--- src/rtl/axi_ad7124_seq.sv ---
// rtl/axi_ad7124_seq.sv - AD7124 SPI data-register read sequencer with byte stream output
module axi_ad7124_seq #(
    parameter int          CLK_DIV        = 4,
    parameter int          TIMEOUT_CYCLES = 1048576,
    parameter logic [7:0]  CMD_BYTE       = 8'h42
) (
    input  logic       clk,
    input  logic       resetn,
    input  logic       enable,
    output logic       spi_sclk,
    output logic       spi_cs_n,
    output logic       spi_mosi,
    input  logic       spi_miso,
    output logic       trigger,
    output logic       m_valid,
    input  logic       m_ready,
    output logic [7:0] m_data,
    output logic       busy,
    output logic       err_timeout
);

    localparam int DIV_W  = $clog2(CLK_DIV);
    localparam int WAIT_W = $clog2(TIMEOUT_CYCLES);
    localparam logic [DIV_W-1:0]  DIV_LAST  = DIV_W'(CLK_DIV - 1);
    localparam logic [WAIT_W-1:0] WAIT_LAST = WAIT_W'(TIMEOUT_CYCLES - 1);

    typedef enum logic [2:0] {
        S_IDLE,
        S_WAIT_RDY,
        S_CMD,
        S_READ,
        S_TRIG,
        S_EMIT
    } state_t;

    state_t            state;
    state_t            state_next;
    logic              miso_q1;
    logic              miso_s;
    logic [DIV_W-1:0]  div_cnt;
    logic              phase_high;
    logic [4:0]        bit_cnt;
    logic [WAIT_W-1:0] wait_cnt;
    logic [7:0]        cmd_sr;
    logic [31:0]       shift_sr;
    logic [31:0]       hold;
    logic [1:0]        byte_idx;

    logic spi_active;
    logic phase_end;
    logic bit_end;
    logic last_bit;

    assign spi_active = (state == S_CMD) || (state == S_READ);
    assign phase_end  = (div_cnt == DIV_LAST);
    assign bit_end    = spi_active && phase_high && phase_end;
    assign last_bit   = (state == S_CMD) ? (bit_cnt == 5'd7) : (bit_cnt == 5'd31);

    assign busy     = (state != S_IDLE);
    assign spi_cs_n = (state == S_IDLE);
    assign spi_sclk = !spi_active || phase_high;
    assign spi_mosi = (state == S_CMD) ? cmd_sr[7] : 1'b1;
    assign trigger  = (state == S_TRIG) && (shift_sr[3:0] == 4'h0);
    assign m_valid  = (state == S_EMIT);

    // State register; reset aborts any transfer in progress.
    always_ff @(posedge clk) begin
        if (!resetn) begin
            state <= S_IDLE;
        end else begin
            state <= state_next;
        end
    end

    // Next-state decode and the RDY timeout pulse.
    always_comb begin
        state_next  = state;
        err_timeout = 1'b0;
        case (state)
            S_IDLE: begin
                if (enable) state_next = S_WAIT_RDY;
            end
            S_WAIT_RDY: begin
                if (!enable) begin
                    state_next = S_IDLE;
                end else if (!miso_s) begin
                    state_next = S_CMD;
                end else if (wait_cnt == WAIT_LAST) begin
                    err_timeout = 1'b1;
                    state_next  = S_IDLE;
                end
            end
            S_CMD: begin
                if (bit_end && last_bit) state_next = S_READ;
            end
            S_READ: begin
                if (bit_end && last_bit) state_next = S_TRIG;
            end
            S_TRIG: begin
                state_next = S_EMIT;
            end
            S_EMIT: begin
                if (m_ready && (byte_idx == 2'd3)) begin
                    state_next = enable ? S_WAIT_RDY : S_IDLE;
                end
            end
            default: state_next = S_IDLE;
        endcase
    end

    // MISO synchroniser, SCLK phase/bit counters, shift registers and output byte index.
    always_ff @(posedge clk) begin
        if (!resetn) begin
            miso_q1    <= 1'b1;
            miso_s     <= 1'b1;
            div_cnt    <= '0;
            phase_high <= 1'b0;
            bit_cnt    <= 5'd0;
            wait_cnt   <= '0;
            cmd_sr     <= 8'h00;
            shift_sr   <= 32'h0;
            hold       <= 32'h0;
            byte_idx   <= 2'd0;
        end else begin
            miso_q1 <= spi_miso;
            miso_s  <= miso_q1;

            wait_cnt <= (state == S_WAIT_RDY) ? wait_cnt + WAIT_W'(1) : '0;

            if (state == S_WAIT_RDY) cmd_sr <= CMD_BYTE;

            if (spi_active) begin
                if (phase_end) begin
                    div_cnt    <= '0;
                    phase_high <= !phase_high;
                    if (phase_high) begin
                        bit_cnt <= last_bit ? 5'd0 : bit_cnt + 5'd1;
                        if (state == S_CMD) cmd_sr <= {cmd_sr[6:0], 1'b1};
                        if (state == S_READ) shift_sr <= {shift_sr[30:0], miso_s};
                    end
                end else begin
                    div_cnt <= div_cnt + DIV_W'(1);
                end
            end else begin
                div_cnt    <= '0;
                phase_high <= 1'b0;
                bit_cnt    <= 5'd0;
            end

            if (state == S_TRIG) hold <= shift_sr;

            if (state != S_EMIT) begin
                byte_idx <= 2'd0;
            end else if (m_ready) begin
                byte_idx <= byte_idx + 2'd1;
            end
        end
    end

    // Byte selection from the holding register, data bytes first then status.
    always_comb begin
        m_data = 8'h00;
        if (state == S_EMIT) begin
            case (byte_idx)
                2'd0:    m_data = hold[31:24];
                2'd1:    m_data = hold[23:16];
                2'd2:    m_data = hold[15:8];
                default: m_data = hold[7:0];
            endcase
        end
    end

endmodule

--- config.mk ---
export PLATFORM = sky130hd
export DESIGN_NAME = axi_ad7124_seq
export DESIGN_NICKNAME = d
export VERILOG_FILES = /design/src/rtl/axi_ad7124_seq.sv
export SDC_FILE = /design/constraint.sdc
export NUM_CORES = 1
export LEC_CHECK = 0
export CELL_PAD_IN_SITES_DETAIL_PLACEMENT = 1
export CELL_PAD_IN_SITES_GLOBAL_PLACEMENT = 2
export CORE_UTILIZATION = 39
export DETAILED_ROUTE_END_ITERATION = 7
export PLACE_DENSITY = 0.87
export REMOVE_ABC_BUFFERS = 1
export SLEW_MARGIN = 25
export SYNTH_ARGS = -nofsm -noshare
export SYNTH_HDL_FRONTEND = slang
export SYNTH_SLANG_ARGS = --single-unit
export TNS_END_PERCENT = 10
--- constraint.sdc ---
create_clock -name clk -period 3.2 [get_ports clk]
set_input_delay 0.48 -clock clk [delete_from_list [all_inputs] [get_ports clk]]
set_output_delay 0.48 -clock clk [all_outputs]
set_load 0.02 [all_outputs]
==> results.py <==
metrics = {
    "run_status": {
        "status": "finished, final reports clean",
    },
    "die": {
        "dieArea_um2": 11560,
        "core_area_um2": 10840,
        "die_w_um": 107.5,
        "fp-row-count": 38,
        "start_util": 0.4005,
        "die_h_um": 107.5,
        "num_io_pins": 20,
    },
    "clocking": {
        "clockBufferDepth": 2,
        "clockRootBuffer": "clkbuf_8",
        "cts_buffers": 9,
        "htreeDepth": 3,
        "cts_setup_buffers": 0,
        "cts_resized": 0,
        "clk_pin_slew_ns": 0.10,
        "cts_hold_buf": 0,
        "clkLatencyLatePin_ns": 0.38,
        "cts_tree": "yes",
        "clock-sinks": 107,
    },
    "yosys": {
        "ys_ff_latch": 107,
        "synth.avg_cell_area_um2": 8.055,
        "synth_warnings": 0,
        "netlist_area_um2": 4342,
        "synth-edff-count": 0,
        "yosys_most_used_dff": "dfxtp_1",
        "ys_async_sr_fraction": 0,
        "post_synth_inst_count": 539,
        "seq_area_frac_synth": 0.4934,
        "ys_types": 39,
    },
    "setup_path": {
        "critPathMostFrequentCell": "nor2_1",
        "path_cells": "inv_1, ha_1, a222oi_1, nor2_1, a21oi_1, nor2_1, clkdlybuf4s50_1",
        "startpoint": "byte_idx[0]",
        "worstRegToRegCells": 6,
        "endpoint_kind": "output pin",
        "start_kind": "flop",
        "r2r-start": "div_cnt[0]",
        "critical_path_required_ns": 2.72,
        "cpPeakStageDelay_ns": 0.56,
        "rrSetupSlack_ns": 1.39,
        "crit_type": "reg2out",
        "critPathCapture": "m_data[5]",
        "timing.rr.end": "shift_sr[16]",
        "cp_max_fo": 8,
        "slowest_stage": "clkdlybuf4s50_1",
        "arrival_ns": 2.48,
    },
    "detailed_routing": {
        "drtPass1Iterations": 5,
        "drcViolationCount": 0,
        "wirelength_mm": 10.51,
        "vias": 3615,
        "drtAntennaViolNets": 0,
        "drt-vias-per-instance": 5.247,
        "first_iter_violations": 200,
        "routedWlPerCell_um": 15.25,
    },
    "pwr": {
        "powerDensity_nw_per_um2": 534.0,
        "p_leak_nw": 1.621,
        "ir_drop_uv": 318.3,
    },
    "finish": {
        "stdcell_count": 689,
        "final_common_cell": "nand2_1",
        "final_util": 0.4483,
        "diodes": 0,
        "drive_above_1_share": 0.05829,
        "nets": 557,
        "area_growth_pct": 11.93,
        "final_cell_mix": "152 x nand2_1, 107 x dfxtp_1, 81 x a21oi_1",
    },
    "placed_design": {
        "portBuffers": 19,
        "dp_slack_ns": 0.6088,
        "dp.cells": 673,
        "hpwl_mm": 7.192,
        "place_congestion": 0.7624,
    },
    "sta": {
        "relSlewSlack": 0.6020,
        "tightest_slew_ns": 0.5956,
        "slew_violations": 0,
        "fin_crit_ns": 2.959,
        "hold_violations": 0,
        "rsz0062_at_grt": "false",
        "setup_viol": 0,
        "fin_ws_ns": 0.2410,
        "skew_ns": 0.01215,
        "min_period_over_period": 0.9247,
        "fmax_mhz": 338.0,
        "finalSetupTns_ns": 0,
    },
    "grt": {
        "grt_max_degree": 38,
        "grt_overflow": 0,
        "grt_pass1_vias": 3640,
        "track_usage": 0.1968,
        "grt_pass1_wl_mm": 17.75,
        "antenna_found_initial": 0,
    },
    "hold_path": {
        "worstHoldPathCells": 1,
        "min_path_type": "reg2reg",
    },
    "flow_run": {
        "drv_cap": 0,
    },
}
[per-layer routing]
layer / vias to the layer above / routed length [um] / track usage
met5: - / 0 / 0
met4: 0 / 180 / 0.06947
met3: 15 / 259 / 0.04177
met2: 35 / 5336 / 0.3516
met1: 1762 / 4733 / 0.2306
li1: 1803 / - / -
[worst min path at each step]
stage                        from  endpoint  slack [ns]
after global routing      miso_q1    miso_s        0.46
after global placement    miso_q1    miso_s        0.40
after floorplan           miso_q1    miso_s        0.39
after CTS                 miso_q1    miso_s        0.44
after detailed placement  miso_q1    miso_s        0.41
final                     miso_q1    miso_s        0.43
[report_power, final]
group / switching [W] / internal (W) / total, W
registers: 0.0000293 / 0.00135 / 0.00138
clock network: 0.000463 / 0.000483 / 0.000946
logic: 0.000164 / 0.000101 / 0.000265
[layout make-up]
class / count / area [um2]
clock inverters: 4 / 72.57
repair buffers: 27 / 250.2
flip-flops and latches: 107 / 2142
fillers: 1326 / 5981
clock buffers: 12 / 155.1
well taps: 140 / 175.2
multi-input cells: 392 / 2038
inverters: 7 / 26.28
[flip-flops by register name, indices dropped and copies added, names as in the netlist]
name,count
miso_s,1
shift_sr,32
bit_cnt,5
phase_high,1
byte_idx,2
cmd_sr,8
wait_cnt,20
div_cnt,2
miso_q1,1
hold,32
state,3
[critical path: cells and delay by family, from the launching register on]
| kind | cells | cell delay, ns |
|---|---|---|
| compound gates | 2 | 0.54 |
| fa+ha+maj | 1 | 0.30 |
| buf+inv | 2 | 0.67 |
| flops | 1 | 0.44 |
| simple gates | 2 | 0.16 |
[stage by stage]
step                      power, W  instance area (um2)  hold WS, ns
after CTS                 0.002623                 4860       0.4387
after global routing      0.002707                 4860       0.4587
after global placement    0.001676                 4632       0.3974
after floorplan           0.001564                 4207       0.3863
final                     0.002595                 4860       0.4342
after detailed placement  0.001681                 4632       0.4120
[Yosys cell counts, types with 5 or more instances]
| cell | number | area, um2 |
|---|---|---|
| clkbuf_1 | 23 | 86.33 |
| and3_1 | 6 | 37.54 |
| nor3_1 | 9 | 45.04 |
| ha_1 | 8 | 100.1 |
| a21oi_1 | 81 | 405.4 |
| nand2_1 | 152 | 570.6 |
| xnor2_1 | 11 | 96.34 |
| nand3_1 | 15 | 75.07 |
| inv_1 | 7 | 26.28 |
| nor2_1 | 49 | 183.9 |
| xor2_1 | 12 | 105.1 |
| or3_1 | 5 | 31.28 |
| buf_2 | 9 | 45.04 |
| nand2b_1 | 5 | 31.28 |
| a222oi_1 | 8 | 80.08 |
| dfxtp_1 | 107 | 2142 |
[cells by family (layout without fill, tap and decap cells)]
| logic type | Yosys count | after routing | synth area share |
|---|---|---|---|
| AOI/OAI and AO/OA | 98 | 98 | 0.1297 |
| xor gates and xnor gates | 23 | 23 | 0.04640 |
| adders and majority gates | 8 | 8 | 0.02306 |
| buffers and inverters | 40 | 50 | 0.03717 |
| DFF | 107 | 107 | 0.4934 |
| muxes | 2 | 2 | 0.004611 |
| and+or+nand+nor | 261 | 261 | 0.2657 |
Power figures use the tool's default switching activity.
